File: src/rtl/uni_shift_pkg.sv
// Shared constants for the universal shift register sequencer: register mode
// codes and the controller state encoding.
package uni_shift_pkg;

   localparam logic [1:0] S_HOLD = 2'b00;
   localparam logic [1:0] S_SHR  = 2'b01;
   localparam logic [1:0] S_SHL  = 2'b10;
   localparam logic [1:0] S_LOAD = 2'b11;

   typedef enum logic [1:0] {
      IDLE  = 2'b00,
      LOAD  = 2'b01,
      SHIFT = 2'b10,
      DONE  = 2'b11
   } state_e;

endpackage

File: src/rtl/uni_shift_ctrl.sv
// Word serializer sequencer for uni_shiftreg: one LOAD, N shifts in the
// requested direction, then a one-cycle done pulse. All outputs but in_ready are registered.
module uni_shift_ctrl
   import uni_shift_pkg::*;
#(
   parameter int N = 4
) (
   input  logic         clk,
   input  logic         reset,
   input  logic         in_valid,
   output logic         in_ready,
   input  logic [N-1:0] in_data,
   input  logic         in_dir,
   input  logic         in_fill,
   input  logic         abort,
   output logic [1:0]   s,
   output logic [N-1:0] pin,
   output logic         sin_left,
   output logic         sin_right,
   output logic         busy,
   output logic         done
);

   localparam int CNT_W = $clog2(N) + 1;

   state_e           state_q;
   logic [CNT_W-1:0] cnt_q;
   logic             dir_q;
   logic             fill_q;
   logic [1:0]       s_q;
   logic [N-1:0]     pin_q;
   logic             sin_left_q;
   logic             sin_right_q;
   logic             busy_q;
   logic             done_q;
   logic             accept;

   assign in_ready = ((state_q == IDLE) || (state_q == DONE)) && !abort;
   assign accept   = in_valid && in_ready;

   always_ff @(posedge clk or posedge reset) begin
      if (reset) begin
         state_q     <= IDLE;
         cnt_q       <= '0;
         dir_q       <= 1'b0;
         fill_q      <= 1'b0;
         s_q         <= S_HOLD;
         pin_q       <= '0;
         sin_left_q  <= 1'b0;
         sin_right_q <= 1'b0;
         busy_q      <= 1'b0;
         done_q      <= 1'b0;
      end else begin
         case (state_q)
            IDLE, DONE: begin
               state_q     <= IDLE;
               s_q         <= S_HOLD;
               sin_left_q  <= 1'b0;
               sin_right_q <= 1'b0;
               busy_q      <= 1'b0;
               done_q      <= 1'b0;
               if (accept) begin
                  state_q <= LOAD;
                  s_q     <= S_LOAD;
                  busy_q  <= 1'b1;
                  pin_q   <= in_data;
                  dir_q   <= in_dir;
                  fill_q  <= in_fill;
                  cnt_q   <= CNT_W'(N - 1);
               end
            end
            LOAD: begin
               if (abort) begin
                  state_q <= IDLE;
                  s_q     <= S_HOLD;
                  busy_q  <= 1'b0;
               end else begin
                  state_q     <= SHIFT;
                  s_q         <= dir_q ? S_SHL : S_SHR;
                  sin_left_q  <= !dir_q && fill_q;
                  sin_right_q <= dir_q && fill_q;
               end
            end
            SHIFT: begin
               // Counter starts at N-1, so the zero test yields exactly N shift cycles.
               if (abort || (cnt_q == '0)) begin
                  state_q     <= abort ? IDLE : DONE;
                  s_q         <= S_HOLD;
                  sin_left_q  <= 1'b0;
                  sin_right_q <= 1'b0;
                  busy_q      <= 1'b0;
                  done_q      <= !abort;
               end else begin
                  cnt_q <= cnt_q - 1'b1;
               end
            end
            default: state_q <= IDLE;
         endcase
      end
   end

   assign s         = s_q;
   assign pin       = pin_q;
   assign sin_left  = sin_left_q;
   assign sin_right = sin_right_q;
   assign busy      = busy_q;
   assign done      = done_q;

endmodule

File: config.mk
export PLATFORM = sky130hd
export DESIGN_NAME = uni_shift_ctrl
export DESIGN_NICKNAME = d
export VERILOG_FILES = /design/src/rtl/uni_shift_pkg.sv /design/src/rtl/uni_shift_ctrl.sv
export SDC_FILE = /design/constraint.sdc
export NUM_CORES = 1
export LEC_CHECK = 0
export CAP_MARGIN = 20
export CORE_ASPECT_RATIO = 1.75
export CORE_MARGIN = 8
export CORE_UTILIZATION = 30
export DETAILED_ROUTE_END_ITERATION = 12
export SLEW_MARGIN = 25
export SYNTH_ARGS = -nofsm -noshare
export SYNTH_HDL_FRONTEND = slang
export SYNTH_SLANG_ARGS = --single-unit
File: constraint.sdc
create_clock -name clk -period 1.7 [get_ports clk]
set_clock_uncertainty 0.05 [all_clocks]
set_input_delay 0.34 -clock clk [delete_from_list [all_inputs] [get_ports clk]]
set_output_delay 0.34 -clock clk [all_outputs]
set_load 0.03 [all_outputs]
# Yosys cells after proc, flatten, opt, wreduce, memory -nomap -nowiden
# Cells that the tools add are included.
[totals] ff_bits=17 inputBits=10 output_inout_bits=11 elab_cells=59
[classes] n_addsub=1 n_eq_ne=8 n_mux=23 reduce_logical=17
[op_table] operator="$mux 2" n=7
[op_table] operator="$pmux 2 s3" n=2
[op_table] operator="$ne 2x2->1 const B" n=5
[op_table] operator="$pmux 1 s3" n=3
[op_table] operator="$reduce_and 2->1" n=4
[op_table] operator="$mux 1" n=7
[op_table] operator="$mux 3" n=2
[op_table] operator="$pmux 3 s2" n=1
[op_table] operator="$eq 2x2->1 const B" n=2
[op_table] operator="$logic_and 1x1->1" n=4
[op_table] operator="$logic_not 3->1" n=1
[op_table] operator="$reduce_and 3->1" n=1
[op_table] operator="$sub 3x1->3 const B" n=1
[op_table] operator="$eq 2x1->1 const B" n=1
[op_table] operator="$logic_not 1->1" n=2
[op_table] operator="$logic_not 2->1" n=1
[op_table] operator="$logic_or 1x1->1" n=2
[op_table] operator="$pmux 1 s2" n=1
[op_table] operator="$reduce_bool 2->1" n=1
[op_table] operator="$reduce_or 2->1" n=1

# Logic depth before layout (Yosys ltp)
[logic_depth] word_depth=6 ltp_mapped=5 depth_no_buf=5

# Least setup slack after synthesis
# OpenSTA, ideal clock, no wires.
[synth_path] path_type="register -> register" startpoint="register state_q[0]" endpoint="register cnt_q[1]" setup_ns=0.120 arrival_time_ns=1.525 required_ns=1.530 slack_ns=0.005 path_stages_with_launch=6 path_cell_list="dfrtp_1 > inv_1 > ha_1 > nor2b_4 > or4_1 > o211a_1"
[synth_via] elab_chain_len=6 elab_cells_between_ends=12 cone_classes="4 x eq/ne; 1 x mux; 7 x reduce/logical"
[synth_rtl] element="start, declared" line_no="uni_shift_ctrl.sv:26" source="state_e state_q;"
[synth_rtl] element="start signal, assigned" line_no="uni_shift_ctrl.sv:87" source="state_q <= abort ? IDLE : DONE;"
[synth_rtl] element="$eq 2x2->1 / $logic_not 2->1 (equally long branches)" line_no="uni_shift_ctrl.sv:38, uni_shift_ctrl.sv:54"
[synth_rtl] element="$logic_or 1x1->1" line_no="uni_shift_ctrl.sv:38" source="assign in_ready = ((state_q == IDLE) || (state_q == DONE)) && !abort;"
[synth_rtl] element="$logic_and 1x1->1" line_no="uni_shift_ctrl.sv:38"
[synth_rtl] element="$logic_and 1x1->1" line_no="uni_shift_ctrl.sv:39" source="assign accept = in_valid && in_ready;"
[synth_rtl] element="$ne 2x2->1 (no source line)"
[synth_rtl] element="$reduce_and 3->1 (no source line)"
[synth_rtl] element="end signal, assigned" line_no="uni_shift_ctrl.sv:69" source="cnt_q <= CNT_W'(N - 1);"
[synth_rtl] element="end signal, assigned" line_no="uni_shift_ctrl.sv:94" source="cnt_q <= cnt_q - 1'b1;"
[synth_rtl] element="end, declared" line_no="uni_shift_ctrl.sv:27" source="logic [CNT_W-1:0] cnt_q;"
# Parallel ways exist; a longest one is shown, timed or not.
# A chain may end at the register's enable or synchronous reset.

# Worst setup path in the final report
[layout_path] startpoint="register s_q[1] (netlist: s[1])" endpoint="output port s[1]"
[layout_lines] element="start, declared" line_no="uni_shift_ctrl.sv:30" source="logic [1:0] s_q;"
[layout_lines] element="start signal, assigned" line_no="uni_shift_ctrl.sv:79" source="s_q <= dir_q ? S_SHL : S_SHR;"
[layout_lines] element="end, declared" line_no="uni_shift_ctrl.sv:16" source="output logic [1:0] s,"
# No word-level cell between the ends.

==> results.txt <==
The most common cell after layout, fill and taps aside was dfrtp_1. Compared with the post-synthesis result, the final layout area differs by 46.7%. The post-detailed-placement cell area came out at 0.00121 mm².

The top cell types in the final layout, fill and taps aside, are 17 x dfrtp_1, 14 x buf_4, 10 x clkdlybuf4s50_1. The run gives 0 as the warning count from the yosys run. The number of nets handed over by synthesis was 94. The number of buffers on the longest clock path was 2; the DRC violation total after the first TritonRoute iteration was 7. The run gives 425 µm² as the sequential cell area.

Share of synthesized area spent on multiplexers: 0.112. The remaining number of nets flagged by the antenna check after routing is 0. By area the synthesized netlist is led by dfrtp_1 48%, mux2_1 10%, ha_1 5.6%. Post-route clock period utilization: 0.985. The first global-routing pass estimated 3.88 mm of wire. Setup repair after global routing left no endpoint under its margin.

The run gives 0 as the initial antenna violation count. The logs give 1 for the number of H-tree branching levels and 1280 ps for the data arrival time of the worst path. The required time of the critical path is 1310 ps, and the fraction of final layout cells with drive strength greater than 1 is 0.231.

Stage delay of the slowest cell on the critical path: 680 ps. The tools report the sort of element at the start of the critical path as a flip-flop. The count of fill cells added during filler insertion was 272; the critical path buffer and inverter count was 1. The wire length per cell after detailed routing is 14.9 µm, and the achievable clock frequency is 597 MHz.

The number of flops mapped to enable cells by yosys is 0. The final-report hold violation count came out at 0. After legalization and detailed placement, the total HPWL measured 1.74 mm.

VDD sags by at most 549 µV. The sequential share of the synthesized area is 0.477, and the number of antenna repair diodes is 0. The largest individual stage delay along the critical path comes from the cell clkdlybuf4s50_1.

Synthesis inferred 17 register bits. TritonCTS built the clock tree. The starting utilization of the core area was 0.308; the number of clock buffers inserted by TritonCTS was 3. The initialized floorplan defines 26 standard-cell rows. The post-synthesis cell area was 892 µm²; the via count normalized by instance count was 5.22. The run gives 0.766 as the worst slew margin relative to its limit.

Setup violations remaining at the end of the flow were counted as 0. Entering global routing, the biggest net connects 18 pins. The critical path is of the reg -> out type.

For the overall routed net length, the log shows 2.17 mm. The async set-or-reset flop fraction in the synthesized netlist came out at 1.00. Area inside the core boundary: 0.00290 mm². After synthesis, the netlist uses 28 different library cells. After routing the design area is 0.00131 mm². The die span in x is 57.2 µm. Final number of max-transition violations: 0. Walking the worst path, the cells encountered are clkdlybuf4s50_1. The synthesized-area fraction occupied by adder cells was 0.0561. The fraction of the mapped netlist area in simple logic gates came out at 0.210.

The die covers 0.00504 mm². Power spread over the standard cell area amounts to 910 mW/mm². In this run the static leakage power is 0.680 nW.

After clock tree synthesis, the clock-pin slew on the worst setup and hold paths is 70 ps. Final hold analysis gives a worst-case slack of 341 ps. The biggest area contributor in the post-synthesis netlist is dfrtp_1.

The congestion estimate from routability-driven global placement came to 0.868. The tools report the number of global-route vias before repair as 892. The total track usage is 0.0981, and the count of vias placed by the detailed router is 757.

The post-synthesis compound-gate area fraction works out to 0.105. The TritonCTS sink count is 17. The tools report the net total in the final layout as 132. In this run the worst path has a maximum fanout of 2.

Global routing finished with a remaining overflow of 0. Class of the worst hold path: in -> async. The number of buffers inserted by port buffering is 20, and the clock latency of the later-clocked register in the worst-skew pair is 250 ps. The largest family of logic cells by synthesized area was simple AND/OR/NAND/NOR gates. The first TritonRoute pass finished after 2 iterations. In this run the mean area of a mapped cell was 11.2 µm².

The XOR/XNOR share of the synthesized area was 0; the pin slew with the least headroom to its limit was 349 ps. The final critical path time including I/O delays and setup is 1670 ps, and the post-synthesis cell count is 80. STA classifies the critical path endpoint as an output pin. The area fraction of the dominant cell type after synthesis works out to 0.477. For this run, design rule violations remaining after detail routing come to 0. The cell class contributing the biggest share of worst-path delay is buffers and inverters. The top-level I/O count was 21; the chip height was 88.1 µm. Library cell used as clock root buffer: clkbuf_8. The tool flagged a number of max-cap violations equal to 0. Summing all multi-input logic gate instances after layout gives 454 µm². Main flop type after synthesis: dfrtp_1. The flow ran to the end, and the final reports show no timing, DRC or antenna violations.
[area by class of cell]
type	instances	share of cell area
Timing Repair Buffer	34	0.243
Clock inverter	1	0.00382
Tap cell	28	0.0268
Multi-Input combinational cell	54	0.347
Sequential cell	17	0.325
Clock buffer	3	0.0315
Inverter	8	0.0229
[flip-flops by register name, indices dropped and copies added, names as in the netlist]
| register | count |
|---|---|
| busy | 1 |
| sin_right | 1 |
| cnt_q | 3 |
| fill_q | 1 |
| done | 1 |
| pin | 4 |
| dir_q | 1 |
| s | 2 |
| state_q | 2 |
| sin_left | 1 |
[kinds of logic (layout without fill, tap and decap cells)]
logic type | after synthesis | after routing
adder cells (fa/ha/maj) | 4 | 4
AO/OA/AOI/OAI | 12 | 12
multiplexers | 9 | 9
AND/OR/NAND/NOR | 29 | 29
buffers and inverters | 9 | 46
flip-flops | 17 | 17
[power by group]
part / internal [mW] / total, mW / switching (mW) / leakage, nW
combinational: 0.182 / 0.385 / 0.203 / 0.445
sequential: 0.463 / 0.501 / 0.0377 / 0.210
clock: 0.163 / 0.305 / 0.142 / 0.0255
[timing repair]
item,CTS,global route
hold buffers,0,0
gates resized for setup,8,8
endpoints found under the setup margin,4,9
setup buffers,1,2
endpoints found under the hold margin,0,0
pin swaps,0,1
[final timing paths]
check / start / to / slack, ps / depth (start not counted)
max in group asynchronous: reset / dir_q$_DFFE_PP0P_ / 1060 / 3
worst min register to register: pin[1]$_DFFE_PP0P_ / pin[1]$_DFFE_PP0P_ / 450 / 1
min in group clk: pin[1]$_DFFE_PP0P_ / pin[1]$_DFFE_PP0P_ / 450 / 1
worst max register to register: cnt_q[0]$_DFFE_PP0P_ / cnt_q[1]$_DFFE_PP0P_ / 80 / 5
worst min-delay path: reset / pin[1]$_DFFE_PP0P_ / 340 / 3
worst max-delay path: s[1]$_DFFE_PP0P_ / s[1] / 30 / 1
[synthesized netlist by cell type, types with 2 or more instances]
master / count
dfrtp_1: 17
nand3_1: 9
inv_1: 8
mux2_1: 8
ha_1: 4
nand2_1: 4
nand2b_1: 3
a21oi_1: 2
nor2b_1: 2
nor3_1: 2
o2111ai_1: 2
o21ai_1: 2
o22a_1: 2
[layer usage]
metal,GRT usage,share of wire,up-vias
li1,-,-,357
met1,0.0993,0.39,370
met2,0.174,0.53,23
met3,0.0221,0.040,7
met4,0.0642,0.031,0
met5,0,0,-
[metrics by stage]
step                cells   util  setup TNS [ps]  setup WS [ps]  power (mW)
floorplan              80      -               0           5.11       0.715
global placement      139  0.418            -257          -68.7       0.877
detailed placement    139  0.418            -461           -103       0.887
CTS                   144  0.444           -9.10          -9.10        1.22
global route          145  0.452               0           2.73        1.26
finish                145  0.452               0           25.6        1.19
No activity file was read; power rests on OpenSTA's default activity.
